<file path="src/rtl/wave_pkg.sv">
// Shared constants and types for the wave voice scheduler and its phase bank.
package wave_pkg;

  localparam int NUM_KEYS           = 25;
  localparam int FREQ_ID_W          = 5;
  localparam int INDEX_W            = 11;
  localparam int VALUE_W            = 10;
  localparam int FREQ_W             = 11;
  localparam int DEFAULT_PHASE_FRAC = 8;

  typedef enum logic {
    IDLE = 1'b0,
    RUN  = 1'b1
  } state_t;

endpackage

</file>
<file path="src/rtl/wave_voice_scheduler_voice_phase_bank.sv">
// voice_phase_bank: one phase accumulator per voice.
// It has a single read port, one increment port and a synchronous clear.
// Each accumulator wraps naturally at its full width.
module voice_phase_bank
  import wave_pkg::*;
#(
  parameter int NUM_VOICES = 4,
  parameter int PHASE_W    = 18,
  parameter int INC_W      = FREQ_W,
  parameter int SEL_W      = 2
) (
  input  logic               clk,
  input  logic               reset,
  input  logic               clear,
  input  logic [SEL_W-1:0]   rd_sel,
  output logic [PHASE_W-1:0] rd_phase,
  input  logic               inc_en,
  input  logic [SEL_W-1:0]   inc_sel,
  input  logic [INC_W-1:0]   inc_val
);

  logic [PHASE_W-1:0] phase_q [NUM_VOICES];

  assign rd_phase = phase_q[rd_sel];

  // Phase registers: clear has priority over an increment of the selected voice.
  always_ff @(posedge clk or posedge reset) begin
    if (reset) begin
      // NOTE: this small bank is built from flops rather than RAM, so every entry is reset to a known phase.
      for (int v = 0; v < NUM_VOICES; v++) phase_q[v] <= '0;
    end else if (clear) begin
      for (int v = 0; v < NUM_VOICES; v++) phase_q[v] <= '0;
    end else if (inc_en) begin
      phase_q[inc_sel] <= phase_q[inc_sel] + PHASE_W'(inc_val);
    end
  end

endmodule

</file>
<file path="src/rtl/wave_voice_scheduler.sv">
// wave_voice_scheduler: shares one external sine ROM across NUM_VOICES voices.
// It sums |sine| over the active voices and advances each voice's phase once per sample.
// Optional build macro WAVE_VOICE_SCHED_PEAK_EN adds the peak_out running-maximum port.
module wave_voice_scheduler
  import wave_pkg::*;
#(
  parameter int NUM_VOICES = 4,
  parameter int PHASE_FRAC = DEFAULT_PHASE_FRAC,
  parameter int SUM_W      = 12
) (
  input  logic                            clk,
  input  logic                            reset,
  input  logic                            sample_req,
  input  logic                            phase_clear,
  input  logic [NUM_VOICES-1:0]           voice_active,
  input  logic [FREQ_ID_W*NUM_VOICES-1:0] voice_freq_id,
  output logic [INDEX_W-1:0]              rom_index,
  output logic [FREQ_ID_W-1:0]            rom_freq_id,
  input  logic [VALUE_W-1:0]              rom_value,
  input  logic [FREQ_W-1:0]               rom_freq,
  output logic                            busy,
  output logic                            sample_valid,
  output logic [SUM_W-1:0]                sample_out
`ifdef WAVE_VOICE_SCHED_PEAK_EN
  ,
  output logic [SUM_W-1:0]                peak_out
`endif
);

  localparam int PHASE_W = PHASE_FRAC + 10;
  localparam int VCNT_W  = (NUM_VOICES > 1) ? $clog2(NUM_VOICES) : 1;

  state_t                            state_q, state_d;
  logic [VCNT_W-1:0]                 vcnt_q;
  logic [NUM_VOICES-1:0]             snap_active_q;
  logic [FREQ_ID_W*NUM_VOICES-1:0]   snap_id_q;
  logic [SUM_W-1:0]                  acc_q;
  logic [SUM_W-1:0]                  acc_next;
  logic [PHASE_W-1:0]                cur_phase;
  logic [FREQ_ID_W-1:0]              cur_id;
  logic                              effective;
  logic                              last_voice;

  assign last_voice = (vcnt_q == VCNT_W'(NUM_VOICES - 1));

  voice_phase_bank #(
    .NUM_VOICES (NUM_VOICES),
    .PHASE_W    (PHASE_W),
    .INC_W      (FREQ_W),
    .SEL_W      (VCNT_W)
  ) u_phase_bank (
    .clk      (clk),
    .reset    (reset),
    .clear    (phase_clear),
    .rd_sel   (vcnt_q),
    .rd_phase (cur_phase),
    .inc_en   (effective && !phase_clear),
    .inc_sel  (vcnt_q),
    .inc_val  (rom_freq)
  );

  // State register.
  always_ff @(posedge clk or posedge reset) begin
    if (reset) state_q <= IDLE;
    else       state_q <= state_d;
  end

  // Next-state logic: phase_clear forces IDLE, and requests are only seen in IDLE.
  always_comb begin
    // NOTE: assign a default before the case so that no path leaves state_d unassigned and infers a latch.
    state_d = state_q;
    if (phase_clear) begin
      state_d = IDLE;
    end else begin
      case (state_q)
        IDLE:    if (sample_req) state_d = RUN;
        RUN:     if (last_voice) state_d = IDLE;
        default: state_d = IDLE;
      endcase
    end
  end

  // Outputs and ROM addressing for the voice under evaluation, decoded from registers only.
  always_comb begin
    busy        = (state_q == RUN);
    cur_id      = snap_id_q[int'(vcnt_q)*FREQ_ID_W +: FREQ_ID_W];
    rom_freq_id = cur_id;
    rom_index   = {1'b0, cur_phase[PHASE_FRAC +: 10]};
    effective   = (state_q == RUN) && snap_active_q[vcnt_q] &&
                  (cur_id <= FREQ_ID_W'(NUM_KEYS - 1)) && (rom_freq != '0);
    acc_next    = acc_q + (effective ? SUM_W'(rom_value) : '0);
  end

  // Datapath: snapshot on accept, accumulate per voice, publish on the last voice.
  always_ff @(posedge clk or posedge reset) begin
    if (reset) begin
      vcnt_q        <= '0;
      snap_active_q <= '0;
      snap_id_q     <= '0;
      acc_q         <= '0;
      sample_out    <= '0;
      sample_valid  <= 1'b0;
    end else begin
      // NOTE: non-blocking assignments here so each register samples the pre-edge values of the others.
      sample_valid <= 1'b0;
      if (phase_clear) begin
        vcnt_q <= '0;
        acc_q  <= '0;
      end else if (state_q == IDLE) begin
        if (sample_req) begin
          snap_active_q <= voice_active;
          snap_id_q     <= voice_freq_id;
          acc_q         <= '0;
          vcnt_q        <= '0;
        end
      end else begin
        acc_q <= acc_next;
        if (last_voice) begin
          sample_out   <= acc_next;
          sample_valid <= 1'b1;
          vcnt_q       <= '0;
        end else begin
          vcnt_q <= vcnt_q + 1'b1;
        end
      end
    end
  end

`ifdef WAVE_VOICE_SCHED_PEAK_EN
  // Peak tracker: the running maximum of published samples, zeroed by phase_clear.
  always_ff @(posedge clk or posedge reset) begin
    if (reset) begin
      peak_out <= '0;
    end else if (phase_clear) begin
      peak_out <= '0;
    end else if (state_q == RUN && last_voice && acc_next > peak_out) begin
      peak_out <= acc_next;
    end
  end
`else
  // Without the peak tracker, no extra state is kept.
`endif

endmodule

</file>
<file path="config.mk">
export PLATFORM = sky130hd
export DESIGN_NAME = wave_voice_scheduler
export DESIGN_NICKNAME = d
export VERILOG_FILES = /design/src/rtl/wave_pkg.sv /design/src/rtl/wave_voice_scheduler_voice_phase_bank.sv /design/src/rtl/wave_voice_scheduler.sv
export SDC_FILE = /design/constraint.sdc
export NUM_CORES = 1
export LEC_CHECK = 0
export ABC_AREA = 1
export BUFFER_PORTS_ARGS = -buffer_cell sky130_fd_sc_hd__buf_4
export CAP_MARGIN = 10
export CELL_PAD_IN_SITES_DETAIL_PLACEMENT = 2
export CELL_PAD_IN_SITES_GLOBAL_PLACEMENT = 2
export CORE_MARGIN = 2
export CORE_UTILIZATION = 39
export CTS_BUF_LIST = sky130_fd_sc_hd__clkbuf_2
export DETAILED_ROUTE_END_ITERATION = 10
export GPL_ROUTABILITY_DRIVEN = 0
export PLACE_DENSITY_LB_ADDON = 0.1
export RECOVER_POWER = 25
export SYNTH_ARGS = -nofsm -noshare
export SYNTH_HDL_FRONTEND = slang
export SYNTH_SLANG_ARGS = --single-unit
</file>
<file path="constraint.sdc">
create_clock -name clk -period 10.3 [get_ports clk]
set_clock_uncertainty 0.05 [all_clocks]
set_input_delay 0.515 -clock clk [delete_from_list [all_inputs] [get_ports clk]]
set_output_delay 0.515 -clock clk [all_outputs]
set_load 0.05 [all_outputs]
</file>
==> out/qor.yml <==
ys_seq_elements: 124
cts_root_buffer: "clkbuf_2"
grt-ovfl-total: 0
antenna_found_initial: 0
hold_violations: 0
synth_commonest_cells: "nand2_1, dfrtp_1, inv_1, o21ai_0, nor2_1"
powerDensity_mw_per_mm2: 155
setup_viol: 0
worstMarginPinSlew_ns: 4.09
min_period_over_period_pct: 55.8
syn_area_mm2: 0.00699
clk_path_buf_depth: 2
syn_to_final_growth_pct: 16.6
syn_inst: 886
status: "finished, violations left"
initial_core_util_pct: 40.1
drtIter0Drc: 303
cp-start-kind: "input pin"
num_vias: 6643
post-route-util_pct: 46.8
dp_hpwl_mm: 16.8
placed_cell_area_mm2: 0.00768
violations: "capacitance limit, slew limit"
synth_xor_area_share_pct: 1.38
io_pins: 79
cp-end-kind: "async pin"
wl_per_cell_um: 21.2
core_mm2: 0.0174
hold_slack_ns: 0.0728
worst-path-max-fanout: 71
yosys.area_share.simple_pct: 28.9
nNetsFinal: 1057
grt_usage_pct: 28.8
path_cells: "dlygate4sd3_1 > clkbuf_4 > clkinvlp_2 > clkbuf_1"
n_antenna_cell: 0
ys_warn_count: 0
cts.sinks: 124
ys_types: 37
h-tree-depth: 4
final_area_mm2: 0.00815
post-place-cells: 1162
post-route-drc-count: 0
synth_area_per_cell_um2: 7.88
clock.fmax_mhz: 174
yosys_most_used_dff: "dfrtp_1"
rows: 48
finalNonFillerCells: 1218
die_x_um: 138
die_height_um: 138
slew_viol_final: 127
drive_gt1_share_pct: 15.0
cp.required_ns: 10.20
dieArea_mm2: 0.0190
yosysSeqAreaShare_pct: 44.4
leakagePower_nw: 4.23
cts_tree: "yes"
critPathArrivalTime_ns: 5.64
io_buffers: 77
maxCapViolations: 2
first_global_vias: 7628
cts_made_buffers: 17
synthAdderAreaFrac_pct: 5.05
synth-edff-count: 0
total_power_mw: 1.26
async_flop_share_pct: 100
synthTopCellsByArea: "dfrtp_1, nand2_1, o21ai_0"
ir_drop_mv: 0.0935
clk_latency_ns: 0.77
synth_mux_area_share_pct: 3.55
postCtsSetupBuffers: 0
setup_ws_ns: 4.55
cts_resized: 0
clk_pin_slew_ns: 0.23
wirelength_mm: 25.8
firstDrtPassIters: 4
max_stage_delay_ns: 2.95
synth_top_area_share_pct: 44.4
grt_pass1_wl_mm: 41.2
period_needed_ns: 5.75
grt_max_degree: 72
vias_per_cell: 5.45
synth_area_leader_cell: "dfrtp_1"
synth_compound_area_share_pct: 9.87
syn_nets: 962
fin_setup_tns_ns: 0
min_path_type: "in -> reg"
rsz0062_at_grt: "no"
yosysMostFrequentCell: "nand2_1"
cpMaxStageDelayCell: "clkbuf_1"
crit_type: "in -> async"
dp_slack_ns: 6.30
synth_top_family_by_area: "simple AND/OR/NAND/NOR gates"
ant_nets: 0
slew_headroom_pct: -173
cell usage in the layout, fill, tap and decap left out, types with 21 or more instances in the layout:
master and instances:
inv_1 69, buf_4 68, nand2_1 307, o21ai_0 67
nand3_1 63, mux2_2 22, nor2_1 65, a21oi_1 22
dlygate4sd3_1 25, dfrtp_1 124, clkbuf_2 21, ha_1 25
power by group:
| group | switching (mW) | total, mW | internal [mW] |
|---|---|---|---|
| clock network | 0.196 | 0.354 | 0.159 |
| registers | 0.0236 | 0.541 | 0.517 |
| logic | 0.255 | 0.368 | 0.113 |
| total | 0.475 | 1.26 | 0.789 |
per-layer routing:
layer / global-route usage (%) / wire [um] / up-vias
met3: 4.78 / 781 / 42
met1: 34.2 / 10900 / 3405
met5: 0 / 0 / -
li1: - / - / 3058
met4: 8.67 / 552 / 0
met2: 53.3 / 13600 / 138
worst paths after layout:
| path | cells past startpoint | startpoint | slack [ns] | end |
|---|---|---|---|---|
| setup / recovery | 4 | reset | 4.55 | u_phase_bank.phase_q[36] |
| hold / removal | 4 | sample_req | 0.07 | acc_q[9] |
| setup reg to reg | 16 | vcnt_q[1] | 6.13 | acc_q[8] |
| hold reg to reg | 2 | u_phase_bank.phase_q[51] | 0.45 | u_phase_bank.phase_q[51] |
| max in group clk | 16 | vcnt_q[1] | 6.13 | acc_q[8] |
| min in group asynchronous | 3 | reset | 0.91 | sample_out[7] |
final cells by class:
class | count | area (um^2)
Fill cell | 1992 | 9270
Multi-Input combinational cell | 658 | 3420
Sequential cell | 124 | 3100
Timing Repair Buffer | 104 | 806
Inverter | 76 | 287
Tap cell | 225 | 282
Clock inverter | 10 | 148
Clock buffer | 21 | 105
cells by family (layout without fill, tap and decap cells):
logic type	after synthesis	count (layout)
other	1	1
muxes	22	22
and+or+nand+nor	468	468
xor gates and xnor gates	11	11
buffers and inverters	104	211
DFF	124	124
AOI/OAI and AO/OA	129	129
adders and majority gates	27	27
sequential cells by signal (all words and copies together), names as in the netlist:
register,flops
acc_q,12
busy,1
sample_out,12
sample_valid,1
snap_active_q,4
snap_id_q,20
u_phase_bank.phase_q,72
vcnt_q,2
critical path: cells and delay by family:
family	cells	cell delay [ns]
buffers and inverters	4	5.03
repair_timing:
action,CTS,global route
endpoints found under the setup margin,0,0
hold buffers,25,0
endpoints found under the hold margin,77,0
No activity file was read; power rests on OpenSTA's default activity.
